File: src/rtl/cgra_config_pkg.sv
// rtl/cgra_config_pkg.sv - state encoding and address-field layout for the CGRA tile config receiver
package cgra_config_pkg;

   typedef enum logic [1:0] {
      ST_UNCONFIGURED = 2'd0,
      ST_CONFIGURING  = 2'd1,
      ST_ACTIVE       = 2'd2
   } cfg_state_e;

   localparam int unsigned TILE_LSB = 0;
   localparam int unsigned TILE_W   = 16;
   localparam int unsigned FEAT_LSB = 16;
   localparam int unsigned FEAT_W   = 8;
   localparam int unsigned REG_LSB  = 24;
   localparam int unsigned REG_W    = 8;

   localparam logic [FEAT_W-1:0] COMMIT_FEAT = 8'hFF;
   localparam logic [REG_W-1:0]  COMMIT_REG  = 8'hFF;
   localparam logic [31:0]       IDLE_ADDR   = 32'h0;

   function automatic int unsigned idx_width(input int unsigned n);
      return (n > 1) ? $clog2(n) : 1;
   endfunction

endpackage

File: src/rtl/cgra_config_addr_decode.sv
// rtl/cgra_config_addr_decode.sv - combinational split of a config-bus address into tile/feature/register terms
module cgra_config_addr_decode
   import cgra_config_pkg::*;
#(
   parameter logic [15:0] TILE_ID      = 16'h0001,
   parameter int unsigned NUM_FEATURES = 4,
   parameter int unsigned NUM_REGS     = 8,
   parameter int unsigned IDX_W        = idx_width(NUM_FEATURES * NUM_REGS)
) (
   input  logic [31:0]      addr_i,
   output logic             is_idle_o,
   output logic             tile_hit_o,
   output logic             in_range_o,
   output logic             is_commit_o,
   output logic [IDX_W-1:0] idx_o
);

   logic [TILE_W-1:0] tile;
   logic [FEAT_W-1:0] feat;
   logic [REG_W-1:0]  regn;

   always_comb begin
      tile        = addr_i[TILE_LSB +: TILE_W];
      feat        = addr_i[FEAT_LSB +: FEAT_W];
      regn        = addr_i[REG_LSB +: REG_W];
      is_idle_o   = (addr_i == IDLE_ADDR);
      // TILE_ID is never 0, so the idle code can never look like a hit.
      tile_hit_o  = !is_idle_o && (tile == TILE_ID);
      in_range_o  = (32'(feat) < NUM_FEATURES) && (32'(regn) < NUM_REGS);
      is_commit_o = (feat == COMMIT_FEAT) && (regn == COMMIT_REG);
      idx_o       = IDX_W'(32'(feat) * NUM_REGS + 32'(regn));
   end

endmodule

File: src/rtl/cgra_tile_config_rx.sv
// rtl/cgra_tile_config_rx.sv - tile-side config bus receiver: shadow/active registers, commit FSM, idle auto-commit
// Optional readback port and mux are built only when CFG_READBACK_EN is defined.
module cgra_tile_config_rx
   import cgra_config_pkg::*;
#(
   parameter logic [15:0] TILE_ID            = 16'h0001,
   parameter int unsigned NUM_FEATURES       = 4,
   parameter int unsigned NUM_REGS           = 8,
   parameter int unsigned IDLE_COMMIT_CYCLES = 4
) (
   input  logic                                 clk_in,
   input  logic                                 reset_in,
   input  logic [31:0]                          config_addr_in,
   input  logic [31:0]                          config_data_in,
   output logic [NUM_FEATURES*NUM_REGS*32-1:0]  cfg_active_out,
   output logic [1:0]                           config_state_out,
   output logic                                 commit_pulse_out,
   output logic [7:0]                           err_count_out
`ifdef CFG_READBACK_EN
   ,
   output logic [31:0]                          read_data_out
`endif
);

   localparam int unsigned NUM_WORDS = NUM_FEATURES * NUM_REGS;
   localparam int unsigned IDX_W     = idx_width(NUM_WORDS);
   localparam int unsigned CNT_W     = idx_width(IDLE_COMMIT_CYCLES + 1);
   localparam logic [CNT_W-1:0] CNT_LAST = CNT_W'(IDLE_COMMIT_CYCLES - 1);

   logic             is_idle, tile_hit, in_range, is_commit;
   logic [IDX_W-1:0] idx;

   cgra_config_addr_decode #(
      .TILE_ID      (TILE_ID),
      .NUM_FEATURES (NUM_FEATURES),
      .NUM_REGS     (NUM_REGS),
      .IDX_W        (IDX_W)
   ) u_decode (
      .addr_i      (config_addr_in),
      .is_idle_o   (is_idle),
      .tile_hit_o  (tile_hit),
      .in_range_o  (in_range),
      .is_commit_o (is_commit),
      .idx_o       (idx)
   );

   logic [NUM_WORDS-1:0][31:0] shadow_q;
   logic [NUM_WORDS-1:0][31:0] active_q;
   cfg_state_e                 state_q, state_d;
   logic [CNT_W-1:0]           idle_cnt_q, idle_cnt_d;
   logic [7:0]                 err_cnt_q;
   logic                       commit_pulse_q;

   logic wr_en, err_hit, auto_commit, commit;

   assign wr_en   = tile_hit && in_range;
   assign err_hit = tile_hit && !in_range && !is_commit;

   always_comb begin
      state_d     = state_q;
      idle_cnt_d  = '0;
      auto_commit = 1'b0;
      // The counter fires on the cycle it would reach the threshold, so it never holds that value.
      if (state_q == ST_CONFIGURING && is_idle) begin
         if (idle_cnt_q == CNT_LAST) begin
            auto_commit = 1'b1;
         end else begin
            idle_cnt_d = idle_cnt_q + CNT_W'(1);
         end
      end
      commit = auto_commit || (tile_hit && is_commit);
      if (commit) begin
         state_d = ST_ACTIVE;
      end else if (wr_en) begin
         state_d = ST_CONFIGURING;
      end
   end

   always_ff @(posedge clk_in) begin
      if (reset_in) begin
         state_q <= ST_UNCONFIGURED;
      end else begin
         state_q <= state_d;
      end
   end

   always_ff @(posedge clk_in) begin
      if (reset_in) begin
         shadow_q       <= '0;
         active_q       <= '0;
         idle_cnt_q     <= '0;
         err_cnt_q      <= '0;
         commit_pulse_q <= 1'b0;
      end else begin
         idle_cnt_q     <= idle_cnt_d;
         commit_pulse_q <= commit;
         if (wr_en) begin
            shadow_q[idx] <= config_data_in;
         end
         if (commit) begin
            active_q <= shadow_q;
         end
         if (err_hit && err_cnt_q != 8'hFF) begin
            err_cnt_q <= err_cnt_q + 8'd1;
         end
      end
   end

   assign cfg_active_out   = active_q;
   assign config_state_out = state_q;
   assign commit_pulse_out = commit_pulse_q;
   assign err_count_out    = err_cnt_q;

`ifdef CFG_READBACK_EN
   logic [31:0] read_q;

   // Samples shadow before any same-cycle write lands, so a write returns the old word.
   always_ff @(posedge clk_in) begin
      if (reset_in) begin
         read_q <= '0;
      end else begin
         read_q <= wr_en ? shadow_q[idx] : 32'h0;
      end
   end

   assign read_data_out = read_q;
`endif

endmodule

File: config.mk
export PLATFORM = sky130hd
export DESIGN_NAME = cgra_tile_config_rx
export DESIGN_NICKNAME = d
export VERILOG_FILES = /design/src/rtl/cgra_config_pkg.sv /design/src/rtl/cgra_config_addr_decode.sv /design/src/rtl/cgra_tile_config_rx.sv
export SDC_FILE = /design/constraint.sdc
export NUM_CORES = 2
export LEC_CHECK = 0
export BUFFER_PORTS_ARGS = -buffer_cell sky130_fd_sc_hd__buf_2
export CORE_AREA = 2 2 424 426
export CTS_BUF_LIST = sky130_fd_sc_hd__clkbuf_8
export CTS_CLUSTER_SIZE = 25
export DETAILED_ROUTE_END_ITERATION = 8
export DIE_AREA = 0 0 426 428
export GPL_TIMING_DRIVEN = 0
export HOLD_SLACK_MARGIN = 0.06
export SYNTH_ARGS = -nofsm -noshare
export SYNTH_HDL_FRONTEND = slang
export SYNTH_SLANG_ARGS = --single-unit
export TNS_END_PERCENT = 100
File: constraint.sdc
create_clock -name clk_in -period 4.7 [get_ports clk_in]
set_input_delay 0.705 -clock clk_in [delete_from_list [all_inputs] [get_ports clk_in]]
set_output_delay 0.705 -clock clk_in [all_outputs]
set_load 0.01 [all_outputs]
==> run_results.csv <==
group,metric,value,unit
die,die_area,0.182,mm²
die,core_area,0.178,mm²
drt,drt-pass1-iter-count,5,
sta,setup_viol,0,
drt,drt_wl_total,274,mm
clocking,clk_pin_slew,0.06,ns
sta,finalHoldViolCount,0,
clocking,cts.sinks,2062,
pwr,peakVddDrop,0.000259,V
drt,vias_per_cell,5.22,
clocking,insertion_delay,1.09,ns
pwr,power,0.0350,W
drt,initialDrtViolationCount,3353,
job,cap_violations,4,
clocking,cts_root_buffer,"clkbuf_8",
setup_path,crit_path_start_kind,"input pin",
setup_path,path_cells,"buf_2, or4_1, buf_4, nor4_4, nand3_2, buf_6, mux2i_1, nor2_1",
yosys,avgSynthCellArea,11.8,µm²
yosys,yosysUniqueCellTypes,41,
yosys,postSynthCellCount,5807,
global_route,antenna_found_initial,12,
yosys,syn_nets,5877,
placed_design,port_buffers,1098,
yosys,synth.cell_area,0.0684,mm²
setup_path,worst-setup-path-type,"in2reg",
layout,area_delta_synth_final,23.2,%
drt,route.detailed.drc,0,
yosys,seq_area_frac_synth,60.4,%
clocking,cts_max_level,5,
layout,final_nets,7352,
yosys,ys_seq_elements,2062,
sta,fin_crit,3.31,ns
run_status,status,"finished, violations left",
layout,seq_area,0.0413,mm²
setup_path,slowest_stage,"nor4_4",
clocking,clock_path_buffers,4,
placed_design,dp_cells,9263,
yosys,synth_top_area_share,60.4,%
global_route,grt_pass1_vias,49902,
setup_path,critPathRequiredTime,5.58,ns
die,die_x,426,µm
drt,postRouteAntennaNets,0,
yosys,synth_area_leaders,"dfxtp_1 (60%), mux2i_1 (15%), a22o_1 (13%)",
sta,worst_pin_slew,1.53,ns
placed_design,place_ws,0.287,ns
layout,fin_cells,9895,
setup_path,worst_setup_path_end_kind,"flip-flop",
drt,route.vias.total,51701,
placed_design,finalWeightedCongestion,0.866,
layout,layout-drive-gt1-share,25.2,%
yosys,yosys.area.top_type,"dfxtp_1",
sta,max_freq,303,MHz
die,num_io_pins,1101,
pwr,p_leak,43.7,nW
layout,num-fill-cells,16663,
sta,fin_crit_sh,70.3,%
placed_design,place_hpwl,199,mm
clocking,cts-buffers-inserted,354,
yosys,yosys_warnings,0,
sta,relSlewSlack,-2.16,%
global_route,grt_first_pass_wirelength,378,mm
run_status,violations,"capacitance limit, slew limit",
layout,multi_input_area,0.0241,mm²
sta,rsz0062_at_grt,"false",
setup_path,worstPathMaxFanout,10,
drt,wl_per_cell,27.7,µm
die,initial_core_util,38.5,%
sta,setup_ws,1.39,ns
sta,holdWs,0.158,ns
global_route,track_usage,28.9,%
sta,slew_viol_final,21,
sta,fin_skew,0.0800,ns
clocking,cts_tree,"yes",
setup_path,crit_family,"simple AND/OR/NAND/NOR gates",
setup_path,worst_path_largest_cell_delay,1.14,ns
die,die_h,428,µm
global_route,grt_max_degree,17,
min_path,hold_class,"in2reg",
die,row_count,155,
layout,fin_util,47.4,%
global_route,overflow,0,
setup_path,arrival,4.18,ns
setup_path,path_buf_inv,3,
clocking,post-cts-setup-buffers,0,
pwr,powerDensity,415,mW/mm²
-- cells in the final DEF, fill, tap and decap left out, drive strengths merged, types with 2 or more instances in the layout --
master | netlist | routed
ha | 4 | 4
nor4 | 10 | 10
nand4 | 6 | 6
and4 | 3 | 3
clkbuf | 294 | 740
diode | 0 | 4
clkinvlp | 0 | 7
inv | 7 | 123
dlygate4sd3 | 0 | 17
nor3 | 5 | 5
bufinv | 0 | 11
or3 | 3 | 3
o21ai | 4 | 4
nand3 | 37 | 37
a22o | 1024 | 1024
and3 | 3 | 3
nand2 | 3 | 3
buf | 252 | 1354
clkinv | 0 | 30
dfxtp | 2062 | 2062
o31ai | 2 | 2
a21oi | 7 | 7
mux2i | 1025 | 1025
nand3b | 3 | 3
nand2b | 2 | 2
or4 | 6 | 6
nor2 | 1035 | 1035
-- repair_timing --
| item | CTS | global route |
|---|---|---|
| hold endpoints to repair | 25 | 0 |
| resized for setup | 0 | 0 |
| hold buffers | 17 | 0 |
-- final timing paths --
kind	slack [ns]	end	depth (start not counted)	startpoint
worst min register to register	0.41	cfg_active_out[672]	1	shadow_q[672]
worst max-delay path	1.39	shadow_q[414]	8	config_addr_in[28]
worst min-delay path	0.16	shadow_q[82]	3	config_data_in[18]
worst max register to register	1.48	cfg_active_out[58]	7	idle_cnt_q[0]
-- per-layer routing --
| metal | vias up | part of all wire, % | track usage [%] |
|---|---|---|---|
| met3 | 538 | 7.2 | 7.53 |
| met1 | 25670 | 40 | 34.6 |
| li1 | 23548 | - | - |
| met4 | 0 | 5.8 | 16.0 |
| met2 | 1945 | 47 | 47.1 |
| met5 | - | 0 | 0 |
-- registers in the layout (all words and copies together), names as in the netlist --
| signal | flops |
|---|---|
| cfg_active_out | 1024 |
| shadow_q | 1024 |
| err_count_out | 8 |
| config_state_out | 2 |
| idle_cnt_q | 3 |
| commit_pulse_out | 1 |
-- area by class of cell --
cell class	count	area share, %
Inverter	7	0.0312
Multi-Input combinational cell	3192	28.6
Timing Repair Buffer	1119	6.80
Clock buffer	446	7.29
Clock inverter	164	1.18
Sequential cell	2062	49.0
Tap cell	2355	3.50
Antenna cell	4	0.0119
Buffer	546	3.61
-- cells in the mapped netlist, drive strengths merged --
master,number
nor3,5
a21oi,7
nand2b,2
nand2,3
a22o,1024
xor3,1
o21ai,4
nand4b,1
xnor3,1
a21boi,1
inv,7
a32o,1
a31o,1
clkbuf,294
or3b,1
or4,6
nand3,37
and4,3
o31ai,2
and3,3
nor3b,1
a32oi,1
nor2,1035
or3,3
dfxtp,2062
nand4,6
nor4,10
nand3b,3
mux2i,1025
xor2,1
buf,252
ha,4
-- logic make-up (layout without fill, tap and decap cells) --
kind of cell / after synthesis / after routing / share of synthesized area (%)
DFF: 2062 / 2062 / 60.4
and+or+nand+nor: 1119 / 1119 / 6.73
AOI/OAI and AO/OA: 1041 / 1041 / 13.3
muxes: 1025 / 1025 / 15.0
buffers and inverters: 553 / 2282 / 4.46
adders and majority gates: 4 / 4 / 0.0732
xor gates and xnor gates: 3 / 3 / 0.0805
other: 0 / 4 / 0
-- power breakdown --
group	internal [W]	switching, W
sequential	0.0175	0.000000000294
clock	0.00910	0.00739
combinational	0.000141	0.000871
total	0.0267	0.00826
-- stage by stage --
stage / TNS [ns] / cell area, µm²
floorplan: 0 / 68400
global placement: -0.0728 / 76800
detailed placement: 0 / 76900
CTS: 0 / 84200
global route: 0 / 84200
finish: 0 / 84200
-- tightest hold or removal path, stage by stage --
cell and delay (ns):
buf_2 0.22, mux2i_1 0.17, nor2_1 0.05
Note: power is estimated with default switching activity, not from simulation.
